`src/rtl/logic_unit_pipe.sv`:
```
// Pipelined WIDTH-bit logic unit (NOT/AND/OR/XOR) with valid/ready on both sides.
// Optional parity output enabled by defining LOGIC_UNIT_PARITY_EN.
module logic_unit_pipe #(
    parameter int WIDTH  = 8,
    parameter int STAGES = 2
) (
    input  logic             clk,
    input  logic             rst,
    input  logic             in_valid,
    output logic             in_ready,
    input  logic [WIDTH-1:0] a,
    input  logic [WIDTH-1:0] b,
    input  logic [1:0]       op,
    output logic             out_valid,
    input  logic             out_ready,
    output logic [WIDTH-1:0] y,
    output logic             zero
`ifdef LOGIC_UNIT_PARITY_EN
    ,
    output logic             parity
`endif
);

    // Handshake: a transfer happens on a rising edge where valid and ready are
    // both high; ready never depends on valid of the same side, and a stalled
    // output (out_valid=1, out_ready=0) keeps y/zero/parity stable.

    logic [WIDTH-1:0]  res_c;
    logic              zero_c;
    logic [STAGES-1:0] v;
    logic [STAGES-1:0] en;
    logic [STAGES-1:0] z_r;
    logic [WIDTH-1:0]  y_r [STAGES];
    logic              full_tail;
`ifdef LOGIC_UNIT_PARITY_EN
    logic              parity_c;
    logic [STAGES-1:0] p_r;
`endif

    always_comb begin
        res_c = '0;
        case (op)
            2'b00: res_c = ~a;
            2'b01: res_c = a & b;
            2'b10: res_c = a | b;
            2'b11: res_c = a ^ b;
            default: res_c = '0;
        endcase
    end

    assign zero_c = (res_c == '0);
`ifdef LOGIC_UNIT_PARITY_EN
    assign parity_c = ^res_c;
`endif

    // en[i] = !v[i] || en[i+1] unrolled: a stage may load unless it and every
    // stage behind it are full while the consumer stalls.
    always_comb begin
        full_tail = 1'b1;
        en        = '0;
        for (int i = STAGES - 1; i >= 0; i--) begin
            full_tail = full_tail & v[i];
            en[i]     = !full_tail || out_ready;
        end
    end

    always_ff @(posedge clk) begin
        if (rst) begin
            v   <= '0;
            z_r <= '0;
            for (int i = 0; i < STAGES; i++) begin
                y_r[i] <= '0;
            end
`ifdef LOGIC_UNIT_PARITY_EN
            p_r <= '0;
`endif
        end else begin
            if (en[0]) begin
                v[0] <= in_valid;
                if (in_valid) begin
                    y_r[0] <= res_c;
                    z_r[0] <= zero_c;
`ifdef LOGIC_UNIT_PARITY_EN
                    p_r[0] <= parity_c;
`endif
                end
            end
            // Data only moves with a valid token so idle outputs stay quiet.
            for (int i = 1; i < STAGES; i++) begin
                if (en[i]) begin
                    v[i] <= v[i-1];
                    if (v[i-1]) begin
                        y_r[i] <= y_r[i-1];
                        z_r[i] <= z_r[i-1];
`ifdef LOGIC_UNIT_PARITY_EN
                        p_r[i] <= p_r[i-1];
`endif
                    end
                end
            end
        end
    end

    assign in_ready  = en[0];
    assign out_valid = v[STAGES-1];
    assign y         = y_r[STAGES-1];
    assign zero      = z_r[STAGES-1];
`ifdef LOGIC_UNIT_PARITY_EN
    assign parity    = p_r[STAGES-1];
`endif

endmodule
```
`config.mk`:
```
export PLATFORM = sky130hd
export DESIGN_NAME = logic_unit_pipe
export DESIGN_NICKNAME = d
export VERILOG_FILES = /design/src/rtl/logic_unit_pipe.sv
export SDC_FILE = /design/constraint.sdc
export NUM_CORES = 1
export LEC_CHECK = 0
export ABC_CLOCK_PERIOD_IN_PS = 1400
export BUFFER_PORTS_ARGS = -buffer_cell sky130_fd_sc_hd__buf_2
export CORE_ASPECT_RATIO = 1.4
export CORE_MARGIN = 1.5
export CORE_UTILIZATION = 45
export DETAILED_ROUTE_END_ITERATION = 16
export PLACE_DENSITY_LB_ADDON = 0.12
export SYNTH_ARGS = -nofsm -noshare
export SYNTH_HDL_FRONTEND = slang
export SYNTH_SLANG_ARGS = --single-unit
```
`constraint.sdc`:
```
create_clock -name clk -period 1.4 [get_ports clk]
set_clock_uncertainty 0.15 [all_clocks]
set_input_delay 0 -clock clk [delete_from_list [all_inputs] [get_ports clk]]
set_output_delay 0 -clock clk [all_outputs]
set_load 0.02 [all_outputs]
```
-- Word level (Yosys, flattened, before mapping)
Memory sizes are Yosys's and may differ from the RTL's.
Cells that the tools add are included.
- flip-flop bits (word level): 4
- memory bits (writable): 16
- input port bits: 22
- output and inout bits: 11
- word-level logic and storage cells: 36
- memories kept: 1
- equal/unequal tests: 3
- mux-type cells: 13
- bitwise gates (word level): 7
- reduce and logical (&&, ||, !) cells: 8
- memories (name ; words ; bits a word ; rd ports ; clocked after Yosys merged registers in ; wr ports ; line ; source):
    y_r ; 2 ; 8 ; 2 ; 0 ; 2 ; 33 ; logic [WIDTH-1:0] y_r [STAGES];
- operators by type and width (kind ; number):
    $pmux W8 S4 ; 1
    $mux W8 ; 2
    $mux W1 ; 10
    $and A8 B8 Y8 ; 1
    $logic_not A8 Y1 ; 1
    $not A8 Y8 ; 1
    $or A8 B8 Y8 ; 1
    $xor A8 B8 Y8 ; 1
    $eq A2 B2 Y1 const B ; 2
    $reduce_and A2 Y1 ; 2
    $eq A2 B1 Y1 const B ; 1
    $logic_not A1 Y1 ; 2
    $logic_not A2 Y1 ; 1
    $logic_or A1 B1 Y1 ; 2
    $or A1 B1 Y1 ; 2
    $and A1 B1 Y1 ; 1

-- Logic depth before layout (Yosys ltp)
- word-level depth: 7
- gate-level depth with buffers: 6
- depth with buffers taken out: 6

-- Worst setup path before layout
OpenSTA, ideal clock, no wires.
- path kind: register -> register
- start: register v[1]
- end: memory y_r[0][0] (enable)
- setup time: 0.334 ns
- data arrival time: 1.111 ns
- path slack: -0.195 ns
- stages on the path, launching flop included: 5
- clock period less this slack: 1.595 ns
- path through: dfxtp_1 -> and3_1 -> inv_1 -> nand2_1 -> nand2b_1
- RTL lines (what ; line ; source):
    start, declared ; 30 ; logic [STAGES-1:0] v;
    start signal, assigned by index ; 91 ; v[i] <= v[i-1];
    end, declared ; 33 ;

-- Final worst setup path
- start: input rst
- end: register v[1]
- RTL lines (what ; line ; source):
    start, declared ; 8 ; input logic rst,
No word-level cell between the ends.

==> summary.json <==
{
  "setup_viol": 0,
  "fp.dieH_um": 68.7,
  "antennaDiodeCount": 0,
  "setup-tns-final_ns": 0,
  "worstSetupEndpointType": "register",
  "numPortBuffers": 32,
  "detailedPlacementHpwl_um": 1570,
  "power.static_leakage_nw": 0.873,
  "syn2layout_area_growth_pct": 20.2,
  "timing_max_transition_violations_final": 0,
  "vias": 902,
  "clock_tree_from_tritoncts": "built",
  "hold_path.class": "in -> reg",
  "wl_um": 1890,
  "post-route-min-period_ns": 1.35,
  "grt-ovfl-total": 0,
  "worst_slew_margin_rel": 0.817,
  "hold_viol": 0,
  "synth_nets": 163,
  "ctsLongestPathBuffers": 2,
  "clock.fmax_mhz": 739,
  "clock_tree.root_cell": "sky130_fd_sc_hd__clkbuf_8",
  "track_usage": 0.130,
  "die_width_um": 49.9,
  "die_footprint_mm2": 0.00343,
  "global_route_wire_length_before_repair_um": 3380,
  "detailedRoute.firstIterationViolations": 5,
  "post-route-cell-area_mm2": 0.00167,
  "placement.cell_area_mm2": 0.00153,
  "tightest_slew_ns": 0.274,
  "grt_antenna_before_repair": 0,
  "grt_pass1_vias": 875,
  "timing_worst_setup_path_type": "in -> reg",
  "timing.critical_path.slowest_stage_cell": "sky130_fd_sc_hd__dlygate4sd3_1",
  "clk_latency_ns": 0.25,
  "critical_path_peak_fanout": 9,
  "critical_path.cell_chain": "dlygate4sd3_1, buf_2, nor2_1, dlygate4sd3_1",
  "pin_count": 33,
  "synthesis.instances": 125,
  "initial_drt_pass_iterations": 4,
  "post-route-worst-setup-slack_ns": 0.0459,
  "drc": 0,
  "finalHoldWorstSlack_ns": 0.105,
  "fp-row-count": 23,
  "yosysUniqueCellTypes": 21,
  "layout_worst_path_cycle_share": 0.967,
  "synth_sequential_area_ratio": 0.404,
  "cpMostUsedCell": "sky130_fd_sc_hd__dlygate4sd3_1",
  "initial_standard_cell_utilization_of_the_core": 0.477,
  "rsz0062_at_grt": "false",
  "worst_path_largest_cell_delay_ns": 0.55,
  "total_power_per_unit_cell_area_mw_per_mm2": 918,
  "start_kind": "input pin",
  "timing.critical_path.required_ns": 1.39,
  "dp_worst_setup_slack_ns": -0.105,
  "post_route_cells_drive_above_1_share": 0.306,
  "htree_levels": 1,
  "gp_congestion": 0.682,
  "vdd_ir_drop_max_uv": 541,
  "cts-buffers-inserted": 3,
  "wl_per_cell_um": 9.76,
  "cts_sinks": 20,
  "ys_ff_latch": 20,
  "grt_start_max_net_pins": 13,
  "synthesis.area_per_instance_um2": 11.1,
  "combined_area_of_all_synthesized_cells_mm2": 0.00139,
  "clock_pin_slew_worst_setup_and_hold_paths_ns": 0.07,
  "finalNetCount": 196,
  "post_drt_via_cell_ratio": 4.65,
  "drv_cap": 0,
  "core_area_mm2": 0.00291,
  "status": "complete, no violations",
  "ys.warnings.count": 0,
  "arrival_ns": 1.34,
  "ant_nets": 0
}
## worst paths after layout
check	to	cells after the start	slack (ns)	start
min reg2reg	z_r[1]	2	0.35	z_r[1]
max reg2reg	y_r[0][0]	4	0.06	v[0]
min	v[0]	5	0.10	out_ready
max	v[1]	4	0.05	rst
## stage by stage
stage	std cells	power (W)	utilization
global placement	186	0.000952	0.527
floorplan	125	0.000903	-
detailed placement	186	0.000963	0.527
CTS	194	0.00154	0.568
global route	194	0.00160	0.573
finish	194	0.00153	0.573
## critical path, delay by kind of cell
kind | cells | cell delay [ns]
buffers and inverters | 3 | 1.28
and+or+nand+nor | 1 | 0.07
## registers in the layout, indices dropped and copies added, names as in the netlist
signal and flops:
z_r 2, v 2, y_r 16
## routing by layer
metal	track usage	wire, um	share of wire	vias to the layer above
li1	-	-	-	464
met1	0.119	693	0.37	411
met2	0.273	1090	0.58	23
met3	0.00647	53	0.028	4
met4	0.0833	53	0.028	0
met5	0	0	0	-
## layout make-up
class	count	area, um^2
sequential	20	562
inverter	35	131
clock buffer	3	41.3
timing repair buffer	40	228
fill	266	1240
tap	37	46.3
clock inverter	1	30.0
multi-input combinational	58	628
## synth_stat cells
| cell type | count | area (um^2) |
|---|---|---|
| sky130_fd_sc_hd__and2_1 | 8 | 50.1 |
| sky130_fd_sc_hd__nor2_1 | 13 | 48.8 |
| sky130_fd_sc_hd__edfxtp_1 | 16 | 480 |
| sky130_fd_sc_hd__a21oi_1 | 1 | 5.00 |
| sky130_fd_sc_hd__inv_1 | 35 | 131 |
| sky130_fd_sc_hd__mux4_1 | 8 | 210 |
| sky130_fd_sc_hd__nand2b_1 | 2 | 12.5 |
| sky130_fd_sc_hd__nand2_1 | 1 | 3.75 |
| sky130_fd_sc_hd__nand4_1 | 2 | 12.5 |
| sky130_fd_sc_hd__and3_1 | 1 | 6.26 |
| sky130_fd_sc_hd__mux2i_1 | 1 | 10.0 |
| sky130_fd_sc_hd__ha_1 | 16 | 200 |
| sky130_fd_sc_hd__buf_4 | 9 | 67.6 |
| sky130_fd_sc_hd__nor3_1 | 1 | 5.00 |
| sky130_fd_sc_hd__buf_2 | 1 | 5.00 |
| sky130_fd_sc_hd__buf_6 | 2 | 22.5 |
| sky130_fd_sc_hd__or3_1 | 1 | 6.26 |
| sky130_fd_sc_hd__o21ai_0 | 1 | 5.00 |
| sky130_fd_sc_hd__nand3b_1 | 1 | 7.51 |
| sky130_fd_sc_hd__dfxtp_1 | 4 | 80.1 |
| sky130_fd_sc_hd__o41ai_2 | 1 | 16.3 |
## repair_timing
action,4_1_cts,5_1_grt
hold endpoints to repair,4,0
setup buffers,1,0
hold buffers,3,0
endpoints found under the setup margin,24,31
resized for setup,2,5
## placed cells by master (no fill, tap or decap)
cell type                       Yosys  layout
sky130_fd_sc_hd__inv_2              0       1
sky130_fd_sc_hd__mux4_1             8       8
sky130_fd_sc_hd__nand2b_4           0       1
sky130_fd_sc_hd__nand3b_1           1       1
sky130_fd_sc_hd__buf_4              9       5
sky130_fd_sc_hd__nor2_1            13      13
sky130_fd_sc_hd__ha_1              16      16
sky130_fd_sc_hd__nand4_1            2       2
sky130_fd_sc_hd__inv_1             35      34
sky130_fd_sc_hd__clkbuf_8           0       3
sky130_fd_sc_hd__a21oi_1            1       1
sky130_fd_sc_hd__dfxtp_2            0       1
sky130_fd_sc_hd__or3_4              0       1
sky130_fd_sc_hd__nand2_1            1       1
sky130_fd_sc_hd__o21ai_1            0       1
sky130_fd_sc_hd__bufinv_16          0       1
sky130_fd_sc_hd__dlygate4sd3_1      0       3
sky130_fd_sc_hd__o41ai_2            1       1
sky130_fd_sc_hd__nand2b_1           2       1
sky130_fd_sc_hd__mux2i_1            1       1
sky130_fd_sc_hd__and3_4             0       1
sky130_fd_sc_hd__buf_2              1      32
sky130_fd_sc_hd__nor3_4             0       1
sky130_fd_sc_hd__edfxtp_1          16      16
sky130_fd_sc_hd__and2_1             8       8
sky130_fd_sc_hd__dfxtp_1            4       3
## kinds of logic (layout without fill, tap and decap cells)
family          Yosys count  after routing  share of synthesized area
buf+inv                  47             79                      0.163
compound gates            3              3                     0.0189
flops                    20             20                      0.404
fa+ha+maj                16             16                      0.144
simple gates             30             30                      0.110
mux                       9              9                      0.159
## power by group
group / switching [W] / internal (W) / total, W / leakage [nW]
clock: 0.000186 / 0.000381 / 0.000567 / 0.0357
sequential: 0.00000949 / 0.000690 / 0.000700 / 0.206
combinational: 0.000136 / 0.000127 / 0.000264 / 0.632
total: 0.000331 / 0.00120 / 0.00153 / 0.873
Note: power is estimated with default switching activity, not from simulation.
